**src/rtl/demux_1ton_stream_if.sv**
```systemverilog
// Stream bundle for demux_1ton_stream: one input stream fanning out to NUM_CH
// independent output streams.
interface demux_1ton_stream_if #(
  parameter int DATA_W = 8,
  parameter int NUM_CH = 4
);
  localparam int SEL_W = (NUM_CH > 2) ? $clog2(NUM_CH) : 1;

  logic [DATA_W-1:0]        din;
  logic                     din_valid;
  logic                     din_ready;
  logic [SEL_W-1:0]         sel;
  logic                     bcast;
  logic [NUM_CH*DATA_W-1:0] dout;
  logic [NUM_CH-1:0]        dout_valid;
  logic [NUM_CH-1:0]        dout_ready;

  modport master (
    output din, din_valid, sel, bcast, dout_ready,
    input  din_ready, dout, dout_valid
  );

  modport slave (
    input  din, din_valid, sel, bcast, dout_ready,
    output din_ready, dout, dout_valid
  );
endinterface

```
**src/rtl/demux_1ton_stream.sv**
```systemverilog
// 1-to-N stream demultiplexer: per-channel 1-deep holding register, unicast or
// broadcast routing, and discard/count of beats addressed to a missing channel.
module demux_1ton_stream #(
  parameter int DATA_W = 8,
  parameter int NUM_CH = 4
) (
  input  logic               clk,
  input  logic               rst_n,
  demux_1ton_stream_if.slave bus,
  output logic               sel_err,
  output logic [7:0]         drop_cnt
);
  localparam int SEL_W = (NUM_CH > 2) ? $clog2(NUM_CH) : 1;
  localparam logic [SEL_W:0] NumChW = (SEL_W + 1)'(NUM_CH);

  logic [NUM_CH-1:0]        valid_q, valid_d;
  logic [NUM_CH*DATA_W-1:0] data_q, data_d;
  logic [NUM_CH-1:0]        drain, sel_hit, load;
  logic                     in_range, sel_free, all_free, ready, accept, drop;
  logic                     sel_err_q, sel_err_d;
  logic [7:0]               drop_cnt_q, drop_cnt_d;

  always_comb begin
    in_range = ({1'b0, bus.sel} < NumChW);
    drain    = valid_q & bus.dout_ready;
    for (int k = 0; k < NUM_CH; k++) begin
      sel_hit[k] = (bus.sel == SEL_W'(k));
    end
    // A channel can take a beat if empty or being emptied on this same edge.
    sel_free = |(sel_hit & (~valid_q | drain));
    all_free = &(~valid_q | drain);

    if (bus.bcast) begin
      ready = all_free;
    end else if (in_range) begin
      ready = sel_free;
    end else begin
      ready = 1'b1;
    end

    accept = bus.din_valid & ready;
    load   = {NUM_CH{accept}} & (bus.bcast ? {NUM_CH{1'b1}} : sel_hit);
    drop   = accept & ~bus.bcast & ~in_range;
  end

  always_comb begin
    valid_d    = valid_q;
    data_d     = data_q;
    sel_err_d  = sel_err_q | drop;
    drop_cnt_d = drop_cnt_q;
    if (drop && drop_cnt_q != 8'hFF) begin
      drop_cnt_d = drop_cnt_q + 8'd1;
    end
    for (int k = 0; k < NUM_CH; k++) begin
      if (load[k]) begin
        valid_d[k]                   = 1'b1;
        data_d[k*DATA_W +: DATA_W]   = bus.din;
      end else if (drain[k]) begin
        // Empty slots read as zero so idle channels never show stale data.
        valid_d[k]                   = 1'b0;
        data_d[k*DATA_W +: DATA_W]   = '0;
      end
    end
  end

  always_ff @(posedge clk or negedge rst_n) begin
    if (!rst_n) begin
      valid_q    <= '0;
      data_q     <= '0;
      sel_err_q  <= 1'b0;
      drop_cnt_q <= 8'd0;
    end else begin
      valid_q    <= valid_d;
      data_q     <= data_d;
      sel_err_q  <= sel_err_d;
      drop_cnt_q <= drop_cnt_d;
    end
  end

  assign bus.din_ready  = ready;
  assign bus.dout       = data_q;
  assign bus.dout_valid = valid_q;
  assign sel_err        = sel_err_q;
  assign drop_cnt       = drop_cnt_q;

endmodule

```
**src/flat_wrapper.sv**
```systemverilog
// flat-port wrapper written by rule: the top's interface ports become plain ports
module demux_1ton_stream_flat 
#(
  parameter int DATA_W = 8,
  parameter int NUM_CH = 4
)
  (clk, rst_n, sel_err, drop_cnt, bus_din, bus_din_valid, bus_sel, bus_bcast, bus_dout_ready, bus_din_ready, bus_dout, bus_dout_valid);
  demux_1ton_stream_if #(.DATA_W(DATA_W), .NUM_CH(NUM_CH)) bus_i ();
  input  logic clk;
  input  logic rst_n;
  output logic sel_err;
  output logic [7:0] drop_cnt;
  input wire logic [$bits(bus_i.din)-1:0] bus_din;
  input wire logic [$bits(bus_i.din_valid)-1:0] bus_din_valid;
  input wire logic [$bits(bus_i.sel)-1:0] bus_sel;
  input wire logic [$bits(bus_i.bcast)-1:0] bus_bcast;
  input wire logic [$bits(bus_i.dout_ready)-1:0] bus_dout_ready;
  output wire logic [$bits(bus_i.din_ready)-1:0] bus_din_ready;
  output wire logic [$bits(bus_i.dout)-1:0] bus_dout;
  output wire logic [$bits(bus_i.dout_valid)-1:0] bus_dout_valid;
  assign bus_i.din = bus_din;
  assign bus_i.din_valid = bus_din_valid;
  assign bus_i.sel = bus_sel;
  assign bus_i.bcast = bus_bcast;
  assign bus_i.dout_ready = bus_dout_ready;
  assign bus_din_ready = bus_i.din_ready;
  assign bus_dout = bus_i.dout;
  assign bus_dout_valid = bus_i.dout_valid;
  demux_1ton_stream #(.DATA_W(DATA_W), .NUM_CH(NUM_CH)) u_core (.clk(clk), .rst_n(rst_n), .bus(bus_i), .sel_err(sel_err), .drop_cnt(drop_cnt));
endmodule
```
**config.mk**
```make
export PLATFORM = sky130hd
export DESIGN_NAME = demux_1ton_stream_flat
export DESIGN_NICKNAME = d
export VERILOG_FILES = /design/src/rtl/demux_1ton_stream_if.sv /design/src/rtl/demux_1ton_stream.sv /design/src/flat_wrapper.sv
export SDC_FILE = /design/constraint.sdc
export NUM_CORES = 1
export LEC_CHECK = 0
export CORE_MARGIN = 5
export CORE_UTILIZATION = 45
export CTS_CLUSTER_SIZE = 14
export DETAILED_ROUTE_END_ITERATION = 8
export GPL_TIMING_DRIVEN = 0
export MAX_ROUTING_LAYER = met4
export PLACE_DENSITY = 0.87
export SLEW_MARGIN = 20
export SYNTH_ARGS = -nofsm -noshare
export SYNTH_HDL_FRONTEND = slang
export SYNTH_SLANG_ARGS = --single-unit
```
**constraint.sdc**
```tcl
create_clock -name clk -period 1.8 [get_ports clk]
set_clock_uncertainty 0.05 [all_clocks]
set_input_delay 0.54 -clock clk [delete_from_list [all_inputs] [get_ports clk]]
set_output_delay 0.54 -clock clk [all_outputs]
set_load 0.005 [all_outputs]
```
==> metrics.yaml, run 1 <==
die_h_um: 73.58
synth_seq_cells: 36
synth_area_um2: 1819
leakagePower_nw: 1.428
power.switching_uw: 837.7
drv_slew: 0
drive_above_1_share_pct: 26.53
netlist_instances: 159
rows: 23
grtUsageTotal_pct: 18.45
hold_class: "in -> async"
cts_buffers: 5
wirelength_um: 4718
failed_checks: "negative setup slack"
p_int_mw: 2.076
clk_latency_ns: 0.29
fmax_mhz: 497.5
place_ws_ns: -1.029
grt_pass1_vias: 1519
die-area_um2: 5414
wire_per_inst_um: 15.99
synth_top_cells_by_area: "dfrtp_1 (50%), mux2i_1 (13%), buf_4 (4.5%)"
ios: 64
cp.required_ns: 1.21
synth_edf_count: 0
p_sw_share_pct: 28.75
synthDistinctLibCells: 36
fp.dieW_um: 73.58
vias: 1520
grt_pass1_wl_um: 7279
finalNetCount: 262
yosysSeqAreaShare_pct: 49.52
diodes: 0
synthToLayoutAreaGrowth_pct: 51.10
yosysWarnings: 0
end_kind: "output pin"
final_cells: 295
p_clk_share_pct: 24.0
numClockSinks: 36
grt_max_degree: 29
rsz0062_at_grt: "true"
hpwl_um: 3302
period_share_pct: 111.7
worstSetupPathType: "in -> out"
postRouteAntennaNets: 0
setup_viol: 1
dr.pass1.iters: 4
initial_core_util_pct: 45.81
drtIter0Drc: 68
synthArstFlopShare_pct: 100.0
status: "complete, but fails checks"
cts_tree: "yes"
clkTransAtPathRegs_ns: 0.07
synth_common_cells: "dfrtp_1 (36), mux2i_1 (24), nand2_1 (20)"
synth.top_cell.area_share_pct: 49.52
fill_cells: 312
cts_buffer_depth: 2
ir_drop_mv: 0.6727
cap_violations: 0
grt.overflow.total: 0
holdBufCountCts: 0
cp_max_fo: 7
finalCriticalPeriod_ns: 2.010
crit_arrival_ns: 1.42
hold_slack_ns: 0.05858
htree_num_levels: 2
place_inst: 270
remaining_drc_errors: 0
synth_most_common_cell: "dfrtp_1"
tns_ns: -0.2101
p_seq_share_pct: 39.6
synthFlopType: "dfrtp_1"
hold_viol: 0
synth_top_cell_by_area: "dfrtp_1"
clockRootBuffer: "clkbuf_8"
vias_per_cell: 5.153
routabilityCongestion: 0.8192
combPwrFrac_pct: 36.4
antenna_found_initial: 0
syn-mean-instance-area_um2: 11.44
coreArea_um2: 3971
setup_slack_ns: -0.2101
start_kind: "input pin"
portBuffers: 52
powerDensity_nw_per_um2: 1060
-- power groups by stage --
stage | Sequential (mW) | Clock [mW] | Combinational (mW)
after detailed placement | 1.18 | 0 | 0.963
after global placement | 1.17 | 0 | 0.932
after CTS | 1.16 | 0.714 | 1.02
final | 1.15 | 0.700 | 1.06
after global routing | 1.18 | 0.737 | 1.15
after floorplan | 1.17 | 0 | 0.377
-- cells by family (layout without fill, tap and decap cells) --
kind of cell / Yosys count / in the layout / synth area share (%)
mux: 24 / 24 / 13.20
buf+inv: 25 / 103 / 9.078
compound gates: 35 / 35 / 16.03
other cells: 1 / 9 / 0.2061
simple gates: 38 / 38 / 11.97
flops: 36 / 36 / 49.52
-- path summary, 6_finish.rpt --
kind,endpoint,slack (ns),cells past startpoint,from
setup / recovery,bus_din_ready,-0.21,5,bus_sel[0]
hold / removal,u_core.bus.dout_valid[3],0.06,1,rst_n
setup reg to reg,u_core.bus.dout[2],0.03,7,u_core.bus.dout_valid[1]
hold reg to reg,u_core.bus.dout[10],0.46,1,u_core.bus.dout[10]
max in group asynchronous,u_core.bus.dout_valid[0],1.20,2,rst_n
min in group clk,u_core.bus.dout[10],0.46,1,u_core.bus.dout[10]
-- flip-flops by register name, summed over array words and instances (netlist names) --
signal,flops
u_core.bus.dout_valid,4
u_core.bus.dout,32
-- cells in the final DEF, fill, tap and decap left out, types with 5 or more instances in the layout --
master,netlist,final
dfrtp_1,36,35
clkdlybuf4s50_1,0,34
buf_4,11,26
mux2i_1,24,23
nand2_1,20,20
o21ai_1,8,9
inv_1,9,9
conb_1,1,9
a32oi_1,8,8
a22o_1,8,8
dlymetal6s2s_1,0,7
buf_2,0,6
clkbuf_8,0,5
dlygate4sd2_1,0,5
-- final cells by class --
cell class | count | area (um2) | area share (%)
buffer | 15 | 121.4 | 4.415
clock buffer | 6 | 72.57 | 2.640
clock inverter | 2 | 35.03 | 1.274
inverter | 9 | 33.78 | 1.229
multi-input combinational | 106 | 845.8 | 30.77
sequential | 36 | 902.1 | 32.82
tap | 50 | 62.56 | 2.276
timing repair buffer | 71 | 675.6 | 24.58
-- critical path, cell delays in order --
cell and delay (ns):
dlygate4sd2_1 0.38, a21oi_2 0.05, a211o_1 0.26, o21ai_1 0.07
buf_2 0.12
-- timing repair --
action	in CTS	in global routing
setup endpoints to repair	35	40
buffers inserted	10	7
gates resized for setup	31	13
cloned	0	1
pin swaps	6	3
endpoints found under the hold margin	0	0
-- metal layers --
| metal | routed length, um | vias to the layer above | share of wire [%] | track usage, % |
|---|---|---|---|---|
| li1 | - | 725 | - | - |
| met1 | 1972 | 731 | 42 | 22.55 |
| met2 | 2382 | 57 | 50 | 30.12 |
| met3 | 325 | 7 | 6.9 | 4.925 |
| met4 | 37 | 0 | 0.78 | 5.030 |
| met5 | 0 | - | 0 | - |
-- metrics by stage --
step / util, % / total power [mW] / instance area [um2]
5_1_grt: 69.22 / 3.072 / 2749
3_3_place_gp: 61.25 / 2.098 / 2432
2_1_floorplan: - / 1.550 / 1849
4_1_cts: 66.95 / 2.897 / 2659
3_5_place_dp: 61.63 / 2.142 / 2447
6_report: 69.22 / 2.914 / 2749
No activity file was read; power rests on OpenSTA's default activity.
==> run 2, diff against run 1 <==
--- a/config.mk
+++ b/config.mk
@@ -12,6 +12,8 @@
 export GPL_TIMING_DRIVEN = 0
 export MAX_ROUTING_LAYER = met4
 export PLACE_DENSITY = 0.87
+export RECOVER_POWER = 50
+export SETUP_SLACK_MARGIN = 0.02
 export SLEW_MARGIN = 20
 export SYNTH_ARGS = -nofsm -noshare
 export SYNTH_HDL_FRONTEND = slang
==> metrics.yaml, run 2 (synthesis results as in run 1) <==
leakagePower_nw: 1.374  # -3.8%
p_sw_share_pct: 28.72  # -0.033 points
fill_cells: 327  # +4.8%
routabilityCongestion: 0.8192  # unchanged
hpwl_um: 3302  # unchanged
fp.dieW_um: 73.58  # unchanged
place_inst: 270  # unchanged
remaining_drc_errors: 0  # unchanged
r2r_cells: 6  # -1
period_share_pct: 110.3  # -1.4 points
synthToLayoutAreaGrowth_pct: 48.49
portBuffers: 52  # unchanged
place_area_um2: 2447  # unchanged
coreArea_um2: 3971  # unchanged
final_cells: 299  # +1.4%
finalCriticalPeriod_ns: 1.985  # -0.02502 ns
p_seq_share_pct: 39.8  # +0.2 points
finish.utilization_pct: 68.02  # -1.2 points
p_int_mw: 2.068  # -0.39%
fmax_mhz: 503.7  # +1.3%
grt_pass1_vias: 1548  # +1.9%
drtIter0Drc: 69  # +1.5%
crit_arrival_ns: 1.40  # -0.02 ns
r2r_slack_ns: 0.17  # +0.14 ns
drv_slew: 0  # unchanged
die-area_um2: 5414  # unchanged
rsz0062_at_grt: "true"
power.switching_uw: 833.1  # -0.55%
drive_above_1_share_pct: 25.70  # -0.83 points
cts_buffer_depth: 2  # unchanged
setup_slack_ns: -0.1851  # +0.02502 ns
finalNetCount: 266  # +1.5%
initial_core_util_pct: 45.81  # unchanged
cp.required_ns: 1.21  # about the same
diodes: 0  # unchanged
antenna_found_initial: 0  # unchanged
cp_max_fo: 7  # unchanged
holdBufCountCts: 0  # unchanged
worstSetupPathType: "in -> out"
htree_num_levels: 2  # unchanged
wire_per_inst_um: 16.01  # +0.11%
cts_tree: "yes"
clkTransAtPathRegs_ns: 0.07  # about the same
ios: 64  # unchanged
ir_drop_mv: 0.6710  # -0.27%
vias_per_cell: 5.114  # -0.75%
failed_checks: "negative setup slack"
largest_reg_flops: 32  # unchanged
cts_buffers: 5  # unchanged
end_kind: "output pin"
grt_pass1_wl_um: 7286  # about the same
dr.pass1.iters: 4  # unchanged
grtUsageTotal_pct: 18.46  # about the same
die_h_um: 73.58  # unchanged
hold_slack_ns: 0.1586  # +0.1000 ns
grt_max_degree: 29  # unchanged
final_area_um2: 2701  # -1.7%
place_ws_ns: -1.029  # unchanged
clk_latency_ns: 0.28  # about the same
relSlewSlack_pct: 54.76
status: "complete, but fails checks"
vias: 1529  # +0.59%
r2r-end: "u_core.bus.dout[2]"
hold_viol: 0  # unchanged
r2r-start: "u_core.bus.dout_valid[1]"
hold_class: "in -> async"
numClockSinks: 36  # unchanged
rows: 23  # unchanged
postRouteAntennaNets: 0  # unchanged
start_kind: "input pin"
combPwrFrac_pct: 36.3  # about the same
worst_pin_slew_ns: 0.6785
p_clk_share_pct: 23.8  # -0.2 points
final_cell_mix: "dfrtp_1 (35), buf_4 (32), mux2i_1 (24), clkdlybuf4s50_1 (24), nand2_1 (20)"
cap_violations: 0  # unchanged
setup_viol: 1  # unchanged
powerDensity_nw_per_um2: 1074  # +1.3%
wirelength_um: 4787  # +1.5%
layout_commonest_cell: "dfrtp_1"
clockRootBuffer: "clkbuf_8"
grt.overflow.total: 0  # unchanged
[run 2: changes by cell type in the layout (fill, tap and decap cells not counted), moves of 2 or more]
cell	delta
dlymetal6s2s_1	-5
clkdlybuf4s50_1	-10
buf_2	-2
dlygate4sd2_1	+2
a41oi_1	+2
clkdlybuf4s25_1	+13
buf_4	+6
buf_12	-2
[run 2: critical path, cell delays in order]
cell,delay (ns)
dlygate4sd2_1,0.36
a21oi_2,0.05
a211o_1,0.26
o21ai_1,0.07
buf_2,0.12
[run 2: worst max path at each step]
stage / endpoint / cells past startpoint / from / slack, ns
floorplan: bus_din_ready / 5 / bus_dout_ready[3] / 0.03
global placement: bus_din_ready / 7 / bus_dout_ready[3] / -0.99
detailed placement: bus_din_ready / 7 / bus_dout_ready[3] / -1.03
CTS: bus_din_ready / 6 / u_core.bus.dout_valid[2] / -0.20
global route: bus_din_ready / 5 / u_core.bus.dout_valid[1] / -0.25
finish: bus_din_ready / 5 / bus_sel[0] / -0.19
[run 2: metal layers]
layer | global-route usage, % | vias up | routed length, um
met5 | - | - | 0
met3 | 5.335 | 6 | 281
met1 | 22.50 | 733 | 2057
li1 | - | 735 | -
met2 | 29.33 | 55 | 2387
met4 | 6.237 | 0 | 60
[run 2: what timing repair did]
action	4_1_cts	5_1_grt
gates resized for setup	33	18
setup buffers	11	11
pin swaps	5	1
setup endpoints to repair	39	31
endpoints found under the hold margin	0	0
[run 2: cell type report]
class                           instances  area, um2  area share [%]
Timing Repair Buffer                   75      664.4           24.59
Multi-Input combinational cell        106      809.5           29.97
Clock buffer                            6      72.57           2.686
Buffer                                 15      121.4           4.493
Tap cell                               50      62.56           2.316
Inverter                                9      33.78           1.251
Clock inverter                          2      35.03           1.297
Sequential cell                        36      902.1           33.40
[run 2: stage by stage]
step	setup TNS (ns)	total power, mW
5_1_grt	-1.156	3.066
3_5_place_dp	-14.64	2.142
4_1_cts	-0.1991	2.894
2_1_floorplan	0	1.550
6_report	-0.1851	2.901
3_3_place_gp	-33.77	2.098
[run 2: power by group through the flow]
stage / clock network, mW / registers (mW) / logic (mW)
2_1_floorplan: 0 / 1.17 / 0.377
3_3_place_gp: 0 / 1.17 / 0.932
3_5_place_dp: 0 / 1.18 / 0.963
4_1_cts: 0.714 / 1.16 / 1.02
5_1_grt: 0.736 / 1.18 / 1.15
6_report: 0.691 / 1.16 / 1.05
